## config.mk

```make
export PLATFORM = sky130hd
export DESIGN_NAME = nibble_serial_adder
export DESIGN_NICKNAME = d
export VERILOG_FILES = /design/src/rtl/nibble_serial_adder_pkg.sv /design/src/rtl/nibble_serial_adder_slice_add.sv /design/src/rtl/nibble_serial_adder.sv
export SDC_FILE = /design/constraint.sdc
export NUM_CORES = 1
export LEC_CHECK = 0
export ABC_AREA = 1
export BUFFER_PORTS_ARGS = -buffer_cell sky130_fd_sc_hd__buf_2
export CAP_MARGIN = 20
export CORE_MARGIN = 8
export CORE_UTILIZATION = 50
export CTS_CLUSTER_DIAMETER = 30
export DETAILED_ROUTE_END_ITERATION = 7
export PLACE_DENSITY = 0.82
export SLEW_MARGIN = 20
export SYNTH_ARGS = -nofsm -noshare
export SYNTH_HDL_FRONTEND = slang
export SYNTH_SLANG_ARGS = --single-unit
```

## constraint.sdc

```tcl
create_clock -name clk -period 3.2 [get_ports clk]
set_input_delay 0.64 -clock clk [delete_from_list [all_inputs] [get_ports clk]]
set_output_delay 0.64 -clock clk [all_outputs]
set_load 0.005 [all_outputs]
```

## src/rtl/nibble_serial_adder_pkg.sv

```systemverilog
// Shared constants and state encoding for the slice-serial adder.
// NSLICE and CNT_W are derived here so every file agrees on the slice count.
package nibble_serial_adder_pkg;

    localparam int WIDTH  = 16;
    localparam int SLICE  = 4;
    localparam int NSLICE = WIDTH / SLICE;
    localparam int CNT_W  = (NSLICE > 1) ? $clog2(NSLICE) : 1;

    typedef enum logic [1:0] {
        IDLE = 2'd0,
        RUN  = 2'd1,
        DONE = 2'd2
    } state_t;

endpackage

```

## src/rtl/nibble_serial_adder_slice_add.sv

```systemverilog
// Combinational SLICE-bit adder; the top reuses one instance every RUN cycle.
module slice_add
    import nibble_serial_adder_pkg::*;
#(
    parameter int W = SLICE
) (
    input  logic [W-1:0] a,
    input  logic [W-1:0] b,
    input  logic         ci,
    output logic [W-1:0] s,
    output logic         co
);

    logic [W:0] total;

    // Zero-extend every term so the slice carry lands in bit W.
    assign total = {1'b0, a} + {1'b0, b} + {{W{1'b0}}, ci};
    assign s     = total[W-1:0];
    assign co    = total[W];

endmodule

```

## src/rtl/nibble_serial_adder.sv

```systemverilog
// Slice-serial WIDTH-bit adder: latches operands in IDLE, adds one SLICE per
// RUN cycle through a registered carry, then holds the result in DONE.
module nibble_serial_adder
    import nibble_serial_adder_pkg::*;
(
    input  logic             clk,
    input  logic             rst_n,
    input  logic             in_valid,
    output logic             in_ready,
    input  logic [WIDTH-1:0] A,
    input  logic [WIDTH-1:0] B,
    input  logic             invB,
    input  logic             cin,
    input  logic             flush,
    output logic             out_valid,
    input  logic             out_ready,
    output logic [WIDTH-1:0] A_q,
    output logic [WIDTH-1:0] B_q,
    output logic [WIDTH-1:0] sum,
    output logic             carry_out
);

    localparam logic [CNT_W-1:0] LAST_SLICE = CNT_W'(NSLICE - 1);

    state_t           state_q;
    state_t           state_d;
    logic [CNT_W-1:0] cnt_q;
    logic             carry_q;
    logic [SLICE-1:0] a_sl;
    logic [SLICE-1:0] b_sl;
    logic [SLICE-1:0] s_sl;
    logic             co_sl;
    logic             last_slice;

    assign a_sl       = A_q[cnt_q*SLICE +: SLICE];
    assign b_sl       = B_q[cnt_q*SLICE +: SLICE];
    assign last_slice = (cnt_q == LAST_SLICE);

    slice_add #(.W(SLICE)) u_slice_add (
        .a  (a_sl),
        .b  (b_sl),
        .ci (carry_q),
        .s  (s_sl),
        .co (co_sl)
    );

    // NOTE: every output of a combinational block gets a default first so no path leaves it unassigned and infers a latch.
    always_comb begin
        state_d = state_q;
        unique case (state_q)
            IDLE:    if (in_valid)   state_d = RUN;
            RUN:     if (last_slice) state_d = DONE;
            DONE:    if (out_ready)  state_d = IDLE;
            default:                 state_d = IDLE;
        endcase
        if (flush) state_d = IDLE;
    end

    // NOTE: registers use non-blocking assignments so every flop samples pre-edge values regardless of statement order.
    always_ff @(posedge clk or negedge rst_n) begin
        if (!rst_n) begin
            state_q <= IDLE;
        end else begin
            state_q <= state_d;
        end
    end

    // Datapath is frozen on flush; results stay visible but out_valid drops.
    always_ff @(posedge clk or negedge rst_n) begin
        if (!rst_n) begin
            A_q       <= '0;
            B_q       <= '0;
            sum       <= '0;
            carry_out <= 1'b0;
            cnt_q     <= '0;
            carry_q   <= 1'b0;
        end else if (!flush) begin
            unique case (state_q)
                IDLE: begin
                    if (in_valid) begin
                        A_q     <= A;
                        B_q     <= invB ? ~B : B;
                        carry_q <= cin;
                        cnt_q   <= '0;
                    end
                end
                RUN: begin
                    sum[cnt_q*SLICE +: SLICE] <= s_sl;
                    carry_q                   <= co_sl;
                    cnt_q                     <= cnt_q + 1'b1;
                    if (last_slice) carry_out <= co_sl;
                end
                default: ;
            endcase
        end
    end

    assign in_ready  = (state_q == IDLE);
    assign out_valid = (state_q == DONE);

endmodule

```

==> results.json <==
{
  "status": "complete, no violations",
  "final_util_pct": 62.82,
  "gp_congestion": 0.9107,
  "clock_sinks": 54,
  "r2r_cells": 8,
  "grt_pass1_wl_um": 11720,
  "worst_slew_pin_slew_ns": 0.4760,
  "final_antenna_net_count": 0,
  "crit_top_cell": "fa_1",
  "dpl.cell_count": 472,
  "final_cells": 480,
  "fill_cells": 473,
  "start_kind": "flip-flop",
  "layout-drive-gt1-share_pct": 30.64,
  "nets": 457,
  "antenna_found_initial": 0,
  "cp_slowest_stage_delay_ns": 0.58,
  "rsz0062_at_grt": "no",
  "drv_cap": 0,
  "cts_made_buffers": 5,
  "cp_slowest_cell": "dfrtp_1",
  "drt_wl_total_um": 6926,
  "vdd_drop_max_mv": 0.3699,
  "synth_nets": 368,
  "die_h_um": 90.54,
  "dp_hpwl_um": 5397,
  "drc_errors": 0,
  "regToRegSetupSlack_ns": 0.43,
  "first_iter_violations": 134,
  "start_util_pct": 51.07,
  "overflow": 0,
  "cts_buffer_depth": 2,
  "fin_crit_ns": 2.769,
  "area_growth_pct": 23.02,
  "routedWlPerCell_um": 14.43,
  "firstDrtPassIters": 4,
  "power_density_nw_per_um2": 795.4,
  "min_period_over_period_pct": 86.54,
  "dr_total_vias": 2410,
  "cp-end-kind": "flip-flop",
  "crit_required_ns": 3.43,
  "crit_fanout": 12,
  "antenna_cells": 0,
  "track_usage_pct": 17.03,
  "ys_ff_latch": 54,
  "clkLatencyLatePin_ns": 0.31,
  "via_per_inst": 5.021,
  "r2r-start": "cnt_q[1]",
  "synth_area_leaders": "dfrtp_1, nand2_1, o21ai_0",
  "drv_slew": 0,
  "cts_tree": "done",
  "cts_resized": 0,
  "clockRootBuffer": "clkbuf_8",
  "crit_arrival_ns": 3.00,
  "syn_inst": 318,
  "post_cts_buffers": 0,
  "fmax_mhz": 361.1,
  "setup_violations": 0,
  "io_pins": 90,
  "dieArea_um2": 8197,
  "core_um2": 5439,
  "die_w_um": 90.54,
  "path_cells": "clkinv_1, o21ai_0, o22ai_1, fa_1, fa_1, xor2_1, nand3_1, o21ai_1",
  "yosysWarningCount": 0,
  "regToRegEndpoint": "sum[6]",
  "slew_headroom_pct": 68.27,
  "clk_pin_slew_ns": 0.10,
  "synth_cell_types": 28,
  "hp-class": "in2async",
  "synth_top_area_cell": "dfrtp_1",
  "ys_seq_area_share_pct": 48.65,
  "hold_viol_final": 0,
  "first_global_vias": 2544,
  "port_buffers": 89,
  "synth_area_per_cell_um2": 8.735,
  "p_leak_nw": 1.790,
  "syn-cell-area_um2": 2778,
  "fin_skew_ns": 0.008954,
  "synth_top_area_share_pct": 48.65,
  "grt_max_degree": 42,
  "row_count": 27,
  "finalSetupTns_ns": 0,
  "crit_type": "reg2reg",
  "htreeDepth": 2,
  "hold_buffers": 0
}
-- per-stage QoR --
| stage | worst slack, ns | cell area [um2] | power (W) | hold WS, ns |
|---|---|---|---|---|
| final | 0.4308 | 3417 | 0.002718 | 0.2719 |
| after global routing | 0.1815 | 3417 | 0.002928 | 0.3059 |
| after CTS | 0.4657 | 3417 | 0.002723 | 0.2948 |
| after detailed placement | 0.4833 | 3274 | 0.002169 | 0.4662 |
| after global placement | 0.6452 | 3274 | 0.002136 | 0.4613 |
| after floorplan | 0.9343 | 2778 | 0.001742 | 0.3444 |
-- report_power, final --
part	internal, W	switching (W)	leakage (nW)
Combinational	0.000457	0.000722	1.02
Sequential	0.000847	0.000139	0.695
Clock	0.000334	0.000219	0.0714
Total	0.00164	0.00108	1.79
-- cells in the mapped netlist (all sizes together) --
| cell type | n |
|---|---|
| clkinv | 2 |
| ha | 9 |
| nor2 | 27 |
| nand2 | 107 |
| clkbuf | 3 |
| xor2 | 1 |
| o21ai | 45 |
| xnor2 | 16 |
| buf | 9 |
| nand3 | 13 |
| a31oi | 2 |
| nand4 | 2 |
| o22ai | 9 |
| a21oi | 2 |
| fa | 2 |
| inv | 15 |
| dfrtp | 54 |
-- placed cells by master, fill, tap and decap left out, drive strengths merged --
cell	count
o22ai	9
bufinv	2
xnor2	16
clkinv	2
clkbuf	6
inv	15
o21ai	45
dfrtp	54
buf	94
a31oi	2
ha	9
nand2	107
nand3	13
xor2	1
nor2	27
fa	2
a21oi	2
nand4	2
-- registers in the layout (all words and copies together), names as in the netlist --
register	cells
B_q	16
state_q	2
cnt_q	2
sum	16
carry_q	1
A_q	16
carry_out	1
-- worst max-delay path, delay by kind of cell, from the launching register on --
kind | cells | cell delay, ns
AO/OA/AOI/OAI | 3 | 0.46
AND/OR/NAND/NOR | 1 | 0.15
XOR/XNOR | 1 | 0.24
buffers and inverters | 1 | 0.38
flip-flops | 1 | 0.58
adder cells (fa/ha/maj) | 2 | 0.89
-- metal layers --
| layer | vias up | routed length [um] | global-route usage (%) |
|---|---|---|---|
| met1 | 1103 | 2935 | 21.07 |
| met3 | 12 | 509 | 5.569 |
| met2 | 91 | 3391 | 27.22 |
| li1 | 1204 | - | - |
| met4 | 0 | 90 | 5.687 |
| met5 | - | 0 | 0 |
-- cell type report --
type                            instances  area [um2]  share of cell area [%]
Timing Repair Buffer                   94       483.0                   14.13
Inverter                               17       63.81                   1.867
Multi-Input combinational cell        235        1286                   37.64
Sequential cell                        54        1351                   39.55
Clock inverter                          2       60.06                   1.758
Tap cell                               72       90.09                   2.636
Clock buffer                            6       82.58                   2.417
-- cell families (layout without fill, tap and decap cells) --
logic type,count (synthesis),in the layout,synth area share [%]
and+or+nand+nor,149,149,23.96
AOI/OAI and AO/OA,58,58,11.49
DFF,54,54,48.65
buffers and inverters,29,119,5.045
xor gates and xnor gates,17,17,5.360
adders and majority gates,11,11,5.496
-- worst max path at each step --
| stage | from | to | slack (ns) | depth (start not counted) |
|---|---|---|---|---|
| 2_1_floorplan | cnt_q[1] | sum[14] | 0.93 | 8 |
| 3_3_place_gp | cnt_q[1] | sum[6] | 0.65 | 8 |
| 3_5_place_dp | cnt_q[1] | sum[6] | 0.48 | 8 |
| 4_1_cts | cnt_q[1] | sum[6] | 0.47 | 8 |
| 5_1_grt | cnt_q[1] | sum[6] | 0.18 | 8 |
| 6_report | cnt_q[1] | sum[6] | 0.43 | 8 |
Note: power is estimated with default switching activity, not from simulation.
